$ cat src/rtl/midi_pkg.sv
// rtl/midi_pkg.sv - shared constants, state types and helpers for the MIDI transmitter
package midi_pkg;

  localparam int         MIDI_BAUD       = 31250;
  localparam logic [7:0] MIDI_STATUS_MIN = 8'h80;
  localparam logic [7:0] MIDI_CHAN_MAX   = 8'hEF;
  localparam logic [7:0] MIDI_SYSCOM_MAX = 8'hF7;

  // Message sequencer: which byte of the message is on the line
  typedef enum logic [1:0] {
    MSG_IDLE   = 2'd0,
    MSG_STATUS = 2'd1,
    MSG_DATA1  = 2'd2,
    MSG_DATA2  = 2'd3
  } msg_state_t;

  // Byte serializer: which part of the 8N1 frame is on the line
  typedef enum logic [1:0] {
    BIT_IDLE  = 2'd0,
    BIT_START = 2'd1,
    BIT_DATA  = 2'd2,
    BIT_STOP  = 2'd3
  } bit_state_t;

  // Channel voice/mode status bytes are the only ones eligible for running status
  function automatic logic is_chan_status(input logic [7:0] s);
    return (s >= MIDI_STATUS_MIN) && (s <= MIDI_CHAN_MAX);
  endfunction

endpackage

$ cat src/rtl/midi_byte_tx.sv
// rtl/midi_byte_tx.sv - 8N1 LSB-first byte serializer with back-to-back restart
module midi_byte_tx
  import midi_pkg::*;
#(
  parameter int CLKS_PER_BIT = 1600
) (
  input  logic       clk,
  input  logic       rst_n,
  input  logic       start,
  input  logic [7:0] data,
  output logic       tx,
  output logic       byte_done,
  output logic       idle
);

  localparam int CW = (CLKS_PER_BIT > 1) ? $clog2(CLKS_PER_BIT) : 1;
  localparam logic [CW-1:0] CNT_LAST = CW'(CLKS_PER_BIT - 1);

  bit_state_t    state;
  logic [CW-1:0] cnt;
  logic [2:0]    bit_idx;
  logic [7:0]    shreg;
  logic          tx_q;

  // byte_done marks the final cycle of the stop bit so the next frame can start on the very next edge
  assign byte_done = (state == BIT_STOP) && (cnt == CNT_LAST);
  assign idle      = (state == BIT_IDLE);
  assign tx        = tx_q;

  // Frame sequencing: tx is registered together with the state so each level lasts exactly one bit period
  always_ff @(posedge clk or negedge rst_n) begin
    if (!rst_n) begin
      state   <= BIT_IDLE;
      cnt     <= '0;
      bit_idx <= '0;
      shreg   <= '0;
      tx_q    <= 1'b1;
    end else if (start && (idle || byte_done)) begin
      state   <= BIT_START;
      cnt     <= '0;
      bit_idx <= '0;
      shreg   <= data;
      tx_q    <= 1'b0;
    end else if (state != BIT_IDLE) begin
      if (cnt == CNT_LAST) begin
        cnt <= '0;
        case (state)
          BIT_START: begin
            state <= BIT_DATA;
            tx_q  <= shreg[0];
            shreg <= shreg >> 1;
          end
          BIT_DATA: begin
            if (bit_idx == 3'd7) begin
              state <= BIT_STOP;
              tx_q  <= 1'b1;
            end else begin
              bit_idx <= bit_idx + 3'd1;
              tx_q    <= shreg[0];
              shreg   <= shreg >> 1;
            end
          end
          default: begin
            state <= BIT_IDLE;
            tx_q  <= 1'b1;
          end
        endcase
      end else begin
        cnt <= cnt + CW'(1);
      end
    end
  end

endmodule

$ cat src/rtl/midi_tx.sv
// rtl/midi_tx.sv - MIDI 1.0 message transmitter with optional running-status compression
module midi_tx
  import midi_pkg::*;
#(
  parameter int CLK_RATE  = 50000000,
  parameter int BAUD_RATE = MIDI_BAUD
) (
  input  logic       clk,
  input  logic       rst_n,
  input  logic       msg_valid,
  output logic       msg_ready,
  input  logic [7:0] msg_status,
  input  logic [6:0] msg_data1,
  input  logic [6:0] msg_data2,
  input  logic [1:0] msg_len,
  input  logic       rs_en,
  output logic       tx,
  output logic       busy
);

  localparam int CLKS_PER_BIT = CLK_RATE / BAUD_RATE;

  msg_state_t state;
  logic [6:0] data1_q;
  logic [6:0] data2_q;
  logic [1:0] len_q;
  logic [7:0] last_status;
  logic       drop_q;

  logic       accept;
  logic       valid_status;
  logic [1:0] len_norm;
  logic       suppress;
  logic       more_bytes;
  logic       byte_start;
  logic [7:0] byte_data;
  logic       byte_done;
  logic       byte_idle;

  // drop_q holds ready low for the one cycle after a non-status byte is swallowed
  assign msg_ready    = (state == MSG_IDLE) && !drop_q && byte_idle;
  assign busy         = (state != MSG_IDLE);
  assign accept       = msg_valid && msg_ready;
  assign valid_status = msg_status[7];
  assign len_norm     = (msg_len == 2'd0) ? 2'd1 : msg_len;
  assign suppress     = rs_en && is_chan_status(msg_status) &&
                        (msg_status == last_status) && (len_norm >= 2'd2);

  // Whether the byte finishing now is followed by another byte of the same message
  always_comb begin
    more_bytes = 1'b0;
    case (state)
      MSG_STATUS: more_bytes = (len_q >= 2'd2);
      MSG_DATA1:  more_bytes = (len_q == 2'd3);
      default:    more_bytes = 1'b0;
    endcase
  end

  // The first byte comes straight from the inputs so the start bit begins on the accept edge
  assign byte_start = (accept && valid_status) || (byte_done && more_bytes);

  // Select the byte handed to the serializer; data bytes always go out with bit 7 clear
  always_comb begin
    byte_data = msg_status;
    if (accept) begin
      byte_data = suppress ? {1'b0, msg_data1} : msg_status;
    end else if (state == MSG_STATUS) begin
      byte_data = {1'b0, data1_q};
    end else begin
      byte_data = {1'b0, data2_q};
    end
  end

  // Message sequencer: capture at accept, then step one byte per serializer completion
  always_ff @(posedge clk or negedge rst_n) begin
    if (!rst_n) begin
      state   <= MSG_IDLE;
      data1_q <= '0;
      data2_q <= '0;
      len_q   <= 2'd1;
      drop_q  <= 1'b0;
    end else begin
      drop_q <= accept && !valid_status;
      if (accept && valid_status) begin
        data1_q <= msg_data1;
        data2_q <= msg_data2;
        len_q   <= len_norm;
        state   <= suppress ? MSG_DATA1 : MSG_STATUS;
      end else if (byte_done) begin
        case (state)
          MSG_STATUS: state <= (len_q >= 2'd2) ? MSG_DATA1 : MSG_IDLE;
          MSG_DATA1:  state <= (len_q == 2'd3) ? MSG_DATA2 : MSG_IDLE;
          default:    state <= MSG_IDLE;
        endcase
      end
    end
  end

  // Running-status memory: channel statuses are remembered, system common cancels, realtime is transparent
  always_ff @(posedge clk or negedge rst_n) begin
    if (!rst_n) begin
      last_status <= 8'h00;
    end else if (accept && valid_status) begin
      if (is_chan_status(msg_status)) begin
        last_status <= msg_status;
      end else if (msg_status <= MIDI_SYSCOM_MAX) begin
        last_status <= 8'h00;
      end
    end
  end

  midi_byte_tx #(
    .CLKS_PER_BIT(CLKS_PER_BIT)
  ) u_byte_tx (
    .clk      (clk),
    .rst_n    (rst_n),
    .start    (byte_start),
    .data     (byte_data),
    .tx       (tx),
    .byte_done(byte_done),
    .idle     (byte_idle)
  );

endmodule

$ cat config.mk
export PLATFORM = sky130hd
export DESIGN_NAME = midi_tx
export DESIGN_NICKNAME = d
export VERILOG_FILES = /design/src/rtl/midi_pkg.sv /design/src/rtl/midi_byte_tx.sv /design/src/rtl/midi_tx.sv
export SDC_FILE = /design/constraint.sdc
export NUM_CORES = 1
export LEC_CHECK = 0
export ABC_AREA = 1
export CAP_MARGIN = 20
export CORE_UTILIZATION = 35
export CTS_BUF_LIST = sky130_fd_sc_hd__clkbuf_2 sky130_fd_sc_hd__clkbuf_4 sky130_fd_sc_hd__clkbuf_8
export CTS_CLUSTER_SIZE = 20
export DETAILED_ROUTE_END_ITERATION = 10
export PLACE_DENSITY = 0.51
export REMOVE_ABC_BUFFERS = 1
export SLEW_MARGIN = 20
export SYNTH_ARGS = -nofsm -noshare
export SYNTH_HDL_FRONTEND = slang
export SYNTH_SLANG_ARGS = --single-unit
$ cat constraint.sdc
create_clock -name clk -period 5 [get_ports clk]
set_input_delay 1 -clock clk [delete_from_list [all_inputs] [get_ports clk]]
set_output_delay 1 -clock clk [all_outputs]
set_load 0.02 [all_outputs]
## Word level (Yosys, flattened, before mapping)

Index checks and enable logic that the tools add are counted.

| cells by class | value |
|---|---|
| add/subtract/negate cells | 2 |
| order comparisons | 5 |
| equal/unequal tests | 12 |
| multiplexer cells | 36 |
| reduce and logical (&&, ||, !) cells | 32 |

Operators by type and width:

| cell | number |
|---|---|
| two-way mux 8 bit | 8 |
| two-way mux 11 bit | 3 |
| two-way mux 2 bit | 10 |
| <= comparator 8 bit, second input constant | 2 |
| one-hot mux 8 bit (2 select lines) | 1 |
| two-way mux 3 bit | 5 |
| nonzero test 2 bit | 7 |
| logical AND 1 bit | 12 |
| adder 11 x 1 -> 11 bit, second input constant | 1 |
| equality test 11 bit, second input constant | 1 |
| equality test 2 bit, second input constant | 4 |
| equality test 8 bit | 1 |
| >= comparator 8 bit, second input constant | 1 |
| one-hot mux 2 bit (2 select lines) | 2 |
| AND reduction 4 bit | 2 |
| two-way mux 7 bit | 1 |
| logical NOT 2 bit | 3 |
| equality test 2 x 1 -> 1 bit, second input constant | 2 |
| >= comparator 2 bit, second input constant | 2 |
| two-way mux 1 bit | 4 |
| one-hot mux 1 bit (2 select lines) | 2 |
| AND reduction 2 bit | 2 |
| adder 3 x 1 -> 3 bit, second input constant | 1 |
| equality test 3 bit, second input constant | 1 |
| 7 further kinds | 9 |

| storage, ports and cells | value |
|---|---|
| flip-flop bits (word level) | 52 |
| input port bits | 28 |
| output and inout port bits | 3 |
| logic and storage cells | 98 |

## Logic depth before layout (Yosys ltp)

| logic depth | value |
|---|---|
| word-level depth | 9 |
| mapped depth | 15 |
| depth with buffers taken out | 14 |

## By module

Synthesis repeated with hierarchy kept, for this count alone.

| second synthesis, totals | value |
|---|---|
| cell total of the unflattened synthesis | 389 |
| area, all modules | 3,042.9 um^2 |

Modules (own cells, without submodules):

| module | times used | cells an instance | area each (um^2) | seq. area each (um^2) |
|---|---|---|---|---|
| midi_tx | 1 | 214 | 1,574.0 | 676.9 |
| midi_byte_tx | 1 | 175 | 1,468.9 | 626.9 |

## Worst setup path after synthesis

OpenSTA, ideal clock, no wires.

| timing | value |
|---|---|
| path type | flip-flop to flip-flop |
| start point | register u_byte_tx.state[0] |
| end point | register u_byte_tx.shreg[0] |
| library setup time | 0.116 ns |
| arrival | 2.035 ns |
| data required time | 4.884 ns |
| setup slack | 2.849 ns |
| stages on the path, launching flop included | 15 |
| path buffers | 1 |
| clock period less this slack | 2.151 ns |
| cell sequence | dfrtp_1 -> inv_1 -> ha_1 -> nand2_1 -> nor2_2 -> nand2_2 -> clkinv_2 -> nand2_4 -> nand2_4 -> nand2_2 -> buf_6 -> o31ai_4 -> inv_2 -> nand2_1 -> nand2_1 |

| on the way | value |
|---|---|
| cells in the longest elaborated chain, start to end | 8 |
| elaborated cells between the ends (all ways) | 23 |
| classes of those cells | eq/ne (4); mux (5); reduce/logical (14) |

Ends and longest elaborated chain:

| what | RTL line | source |
|---|---|---|
| start: declaration | midi_byte_tx.sv:19 | `bit_state_t state;` |
| start signal: assignment | midi_byte_tx.sv:33 | `state <= BIT_IDLE;` |
| start signal: assignment | midi_byte_tx.sv:39 | `state <= BIT_START;` |
| start signal: assignment | midi_byte_tx.sv:49 | `state <= BIT_DATA;` |
| logical NOT 2 bit (*) | midi_byte_tx.sv:27 | `assign idle = (state == BIT_IDLE);` |
| logical AND 1 bit (*) | midi_tx.sv:41 | `assign msg_ready = (state == MSG_IDLE) && !drop_q && byte_idle;` |
| net msg_ready | midi_tx.sv:11 | `output logic msg_ready,` |
| logical AND 1 bit (*) | midi_tx.sv:43 | `assign accept = msg_valid && msg_ready;` |
| logical AND 1 bit | midi_tx.sv:60 | `assign byte_start = (accept && valid_status) \|\| (byte_done && more_bytes);` |
| logical OR 1 bit | midi_tx.sv:60 |  |
| logical AND 1 bit | midi_byte_tx.sv:38 | `end else if (start && (idle \|\| byte_done)) begin` |
| inequality test 3 x 2 -> 1 bit (no source line), or another cell as far along | -- |  |
| AND reduction 4 bit (no source line) | -- |  |
| end signal: assignment | midi_byte_tx.sv:42 | `shreg <= data;` |
| end signal: assignment | midi_byte_tx.sv:51 | `shreg <= shreg >> 1;` |
| end signal: assignment | midi_byte_tx.sv:60 | `shreg <= shreg >> 1;` |
| end: declaration | midi_byte_tx.sv:22 | `logic [7:0] shreg;` |

Mark *: on every way through the listed nets, which the timed path passes. The rest lies on a longest branch. The select of a mux whose other input is x is not followed.
A chain may end at the register's enable or synchronous reset.

## Worst setup path after layout

| timing | value |
|---|---|
| start point | input port msg_valid |
| end point | register u_byte_tx.cnt[10] |

| on the way | value |
|---|---|
| cells in the longest elaborated chain, start to end | 5 |
| elaborated cells between the ends (all ways) | 6 |
| classes of those cells | mux (1); reduce/logical (5) |

Ends and longest elaborated chain:

| what | RTL line | source |
|---|---|---|
| start: declaration | midi_tx.sv:10 | `input logic msg_valid,` |
| logical AND 1 bit (*) | midi_tx.sv:43 |  |
| logical AND 1 bit (*) | midi_tx.sv:60 |  |
| logical OR 1 bit (*) | midi_tx.sv:60 |  |
| logical AND 1 bit (*) | midi_byte_tx.sv:38 |  |
| two-way mux 11 bit or nonzero test 2 bit (tied branches) | -- |  |
| end signal: assignment | midi_byte_tx.sv:69 | `cnt <= cnt + CW'(1);` |
| end: declaration | midi_byte_tx.sv:20 | `logic [CW-1:0] cnt;` |

Every way passes the cells marked *; elsewhere a longest branch is shown, timed or not.

==> impl_metrics.ini <==
[sta]
layout_min_cycle_time_ns = 3.01
worst_pin_slew_ns = 0.678
drv_slew = 0
fin_skew_ns = 0.0146
setup_viol = 0
rsz0062_at_grt = no
period_share_pct = 60.2
fmax_ghz = 0.332
timing.hold.ws_ns = 0.490
tns_ns = 0
hold_viol_final = 0
slew_headroom_pct = 54.8

[min_path]
hp-class = register to register

[yosys]
yosysSeqAreaShare_pct = 43.1
yosysUniqueCellTypes = 31
netlist_area_um2 = 3020
yosysWarnings = 0
synthTopCellsByArea = dfrtp_1 (41%), nand2_1 (18%), inv_1 (8.4%)
ys_ff_latch = 52
syn_inst = 420
synth.avg_cell_area_um2 = 7.19
yosysTopAreaCell = dfrtp_1
synth_top_area_share_pct = 41.4

[worst_setup_path]
end_kind = register
crit_type = input pin to register
r2r_slack_ns = 2.12
crit_slowest_cell = clkdlybuf4s50_1
cp_data_required_time_ns = 5.18
cp_max_fo = 22
crit_path_max_incr_delay_ns = 0.41
crit_buf_inv = 3
crit_family = simple AND/OR/NAND/NOR gates
cp-start-kind = input pin
cp.arrival_ns = 3.19
path_cells = clkdlybuf4s50_1 > nand2_2 > clkinv_2 > nand2_4 > nand2_1 > nand2_2 > nand2_1 > inv_1 > o21ai_0

[clocking]
htreeDepth = 2
cts.path.max_buffers = 2
cts_resized = 0
cts_tree = yes
worstSkewPairLatency_ns = 0.30
cts_sinks = 52
cts_inserted_buffers = 5
root_buffer = clkbuf_8
cts.clk_slew.worst_paths_ns = 0.09
postCtsHoldBufs = 0
postCtsSetupRepairBufs = 0

[detailed_routing]
ant_nets = 0
vias = 2664
drc_errors = 0
routed_wl_um = 7080
dr.first_iter.drc_count = 109
first_pass_iters = 7
post_drt_wl_per_cell_um = 12.7
post_drt_via_cell_ratio = 4.78

[cells_and_area]
antenna_cells = 0
fillers = 870
drive_above_1_share_pct = 4.87
layout_commonest_cell = nand2_1
finalNetCount = 489
areaGrowthSynthToFinish_pct = 15.7
final_cell_mix = nand2_1 (142), inv_1 (68), dfrtp_1 (50)

[floorplan]
die_area_um2 = 9010
placementRows = 33
num_io_pins = 31
fp.dieH_um = 94.9
coreArea_um2 = 8300
initial_core_util_pct = 36.4
fp.dieW_um = 94.9

[power_and_ir_drop]
p_leak_uw = 0.00184
p_per_area_nw_per_um2 = 204
peakVddDrop_mv = 0.0923

[global_route]
grt_max_degree = 53
grtUsageTotal_pct = 17.6
antenna_found_initial = 0
grt_remaining_overflow = 0
grt_pass1_wl_um = 12400
first_global_vias = 2696

[place]
io_buffers = 30
hpwl_um = 5350
gp_congestion = 0.859

[status]
status = complete, no violations

[run]
cap_violations = 0
synthesized netlist by cell type:
cell type,n
o32ai_1,1
nor2_2,1
dfstp_2,2
o21ai_2,2
nor3_1,2
o22ai_1,7
nand2_4,2
o31ai_4,1
o21ai_0,33
ha_1,10
nand2_1,142
buf_6,2
a22o_1,1
a21oi_1,16
o211ai_1,1
nand3b_1,1
nand4_1,5
nor2_1,26
buf_4,1
inv_1,68
o21ai_1,3
inv_2,1
dfrtp_1,50
buf_2,2
nand3_1,30
nand2_2,2
o22a_1,1
o21bai_1,1
xor2_1,3
clkbuf_1,2
clkinv_2,1
per-layer routing:
layer,GRT usage (%),wire length [µm],up-vias
li1,-,-,1383
met1,22.7,3380,1236
met2,30.8,3450,39
met3,2.58,165,6
met4,4.67,79,0
met5,0,0,-
power by group:
group | switching [µW] | total [µW] | internal (µW)
Clock | 141 | 245 | 104
Combinational | 25.1 | 48.2 | 23.1
Sequential | 0 | 420 | 420
Total | 166 | 713 | 547
final timing paths:
kind / start / to / depth (start not counted)
min reg2reg: u_byte_tx.shreg[6] / u_byte_tx.shreg[6] / 2
max reg2reg: u_byte_tx.state[0] / u_byte_tx.cnt[1] / 12
max: msg_valid / u_byte_tx.cnt[10] / 9
min: u_byte_tx.shreg[6] / u_byte_tx.shreg[6] / 2
max in group asynchronous: rst_n / data1_q[5] / 2
min in group asynchronous: rst_n / u_byte_tx.cnt[1] / 2
cell type report:
| type | count | area [µm²] | share of cell area, % |
|---|---|---|---|
| Multi-Input combinational cell | 291 | 1410 | 40.2 |
| Sequential cell | 52 | 1300 | 37.3 |
| Timing Repair Buffer | 31 | 303 | 8.66 |
| Inverter | 70 | 264 | 7.55 |
| Tap cell | 105 | 131 | 3.76 |
| Clock buffer | 6 | 76.3 | 2.18 |
| Clock inverter | 2 | 12.5 | 0.358 |
kinds of logic after synthesis:
family / Yosys count / synth area share (%)
simple gates: 211 / 28.8
buf+inv: 77 / 10.3
compound gates: 67 / 12.7
flops: 52 / 43.1
fa+ha+maj: 10 / 4.14
xor+xnor: 3 / 0.870
stage by stage:
stage                     total power (µW)  cells  cell area (µm²)  setup WS, ns  util (%)
after floorplan                        441    413             2970          2.49         -
after global routing                   748    557             3500          1.78      42.1
final                                  713    557             3500          1.99      42.1
after CTS                              726    557             3500          1.95      42.1
after detailed placement               478    549             3410          1.67      41.1
after global placement                 478    549             3410          1.72      41.1
worst reg2reg max path: stages, from the launching register on:
cell,delay [ns]
dfrtp_1,0.43
inv_1,0.10
ha_1,0.31
nand2_1,0.12
nor2_2,0.13
nand2_2,0.15
clkinv_2,0.16
nand2_4,0.17
nand2_4,0.13
nand2_2,0.26
nand2_1,0.44
inv_1,0.17
a22o_1,0.21
sequential cells by signal (all words and copies together) (netlist names), 3 cells and up:
name,count
last_status,8
u_byte_tx.shreg,8
u_byte_tx.bit_idx,3
data2_q,7
u_byte_tx.cnt,11
data1_q,7
(Power assumes the default switching activity.)
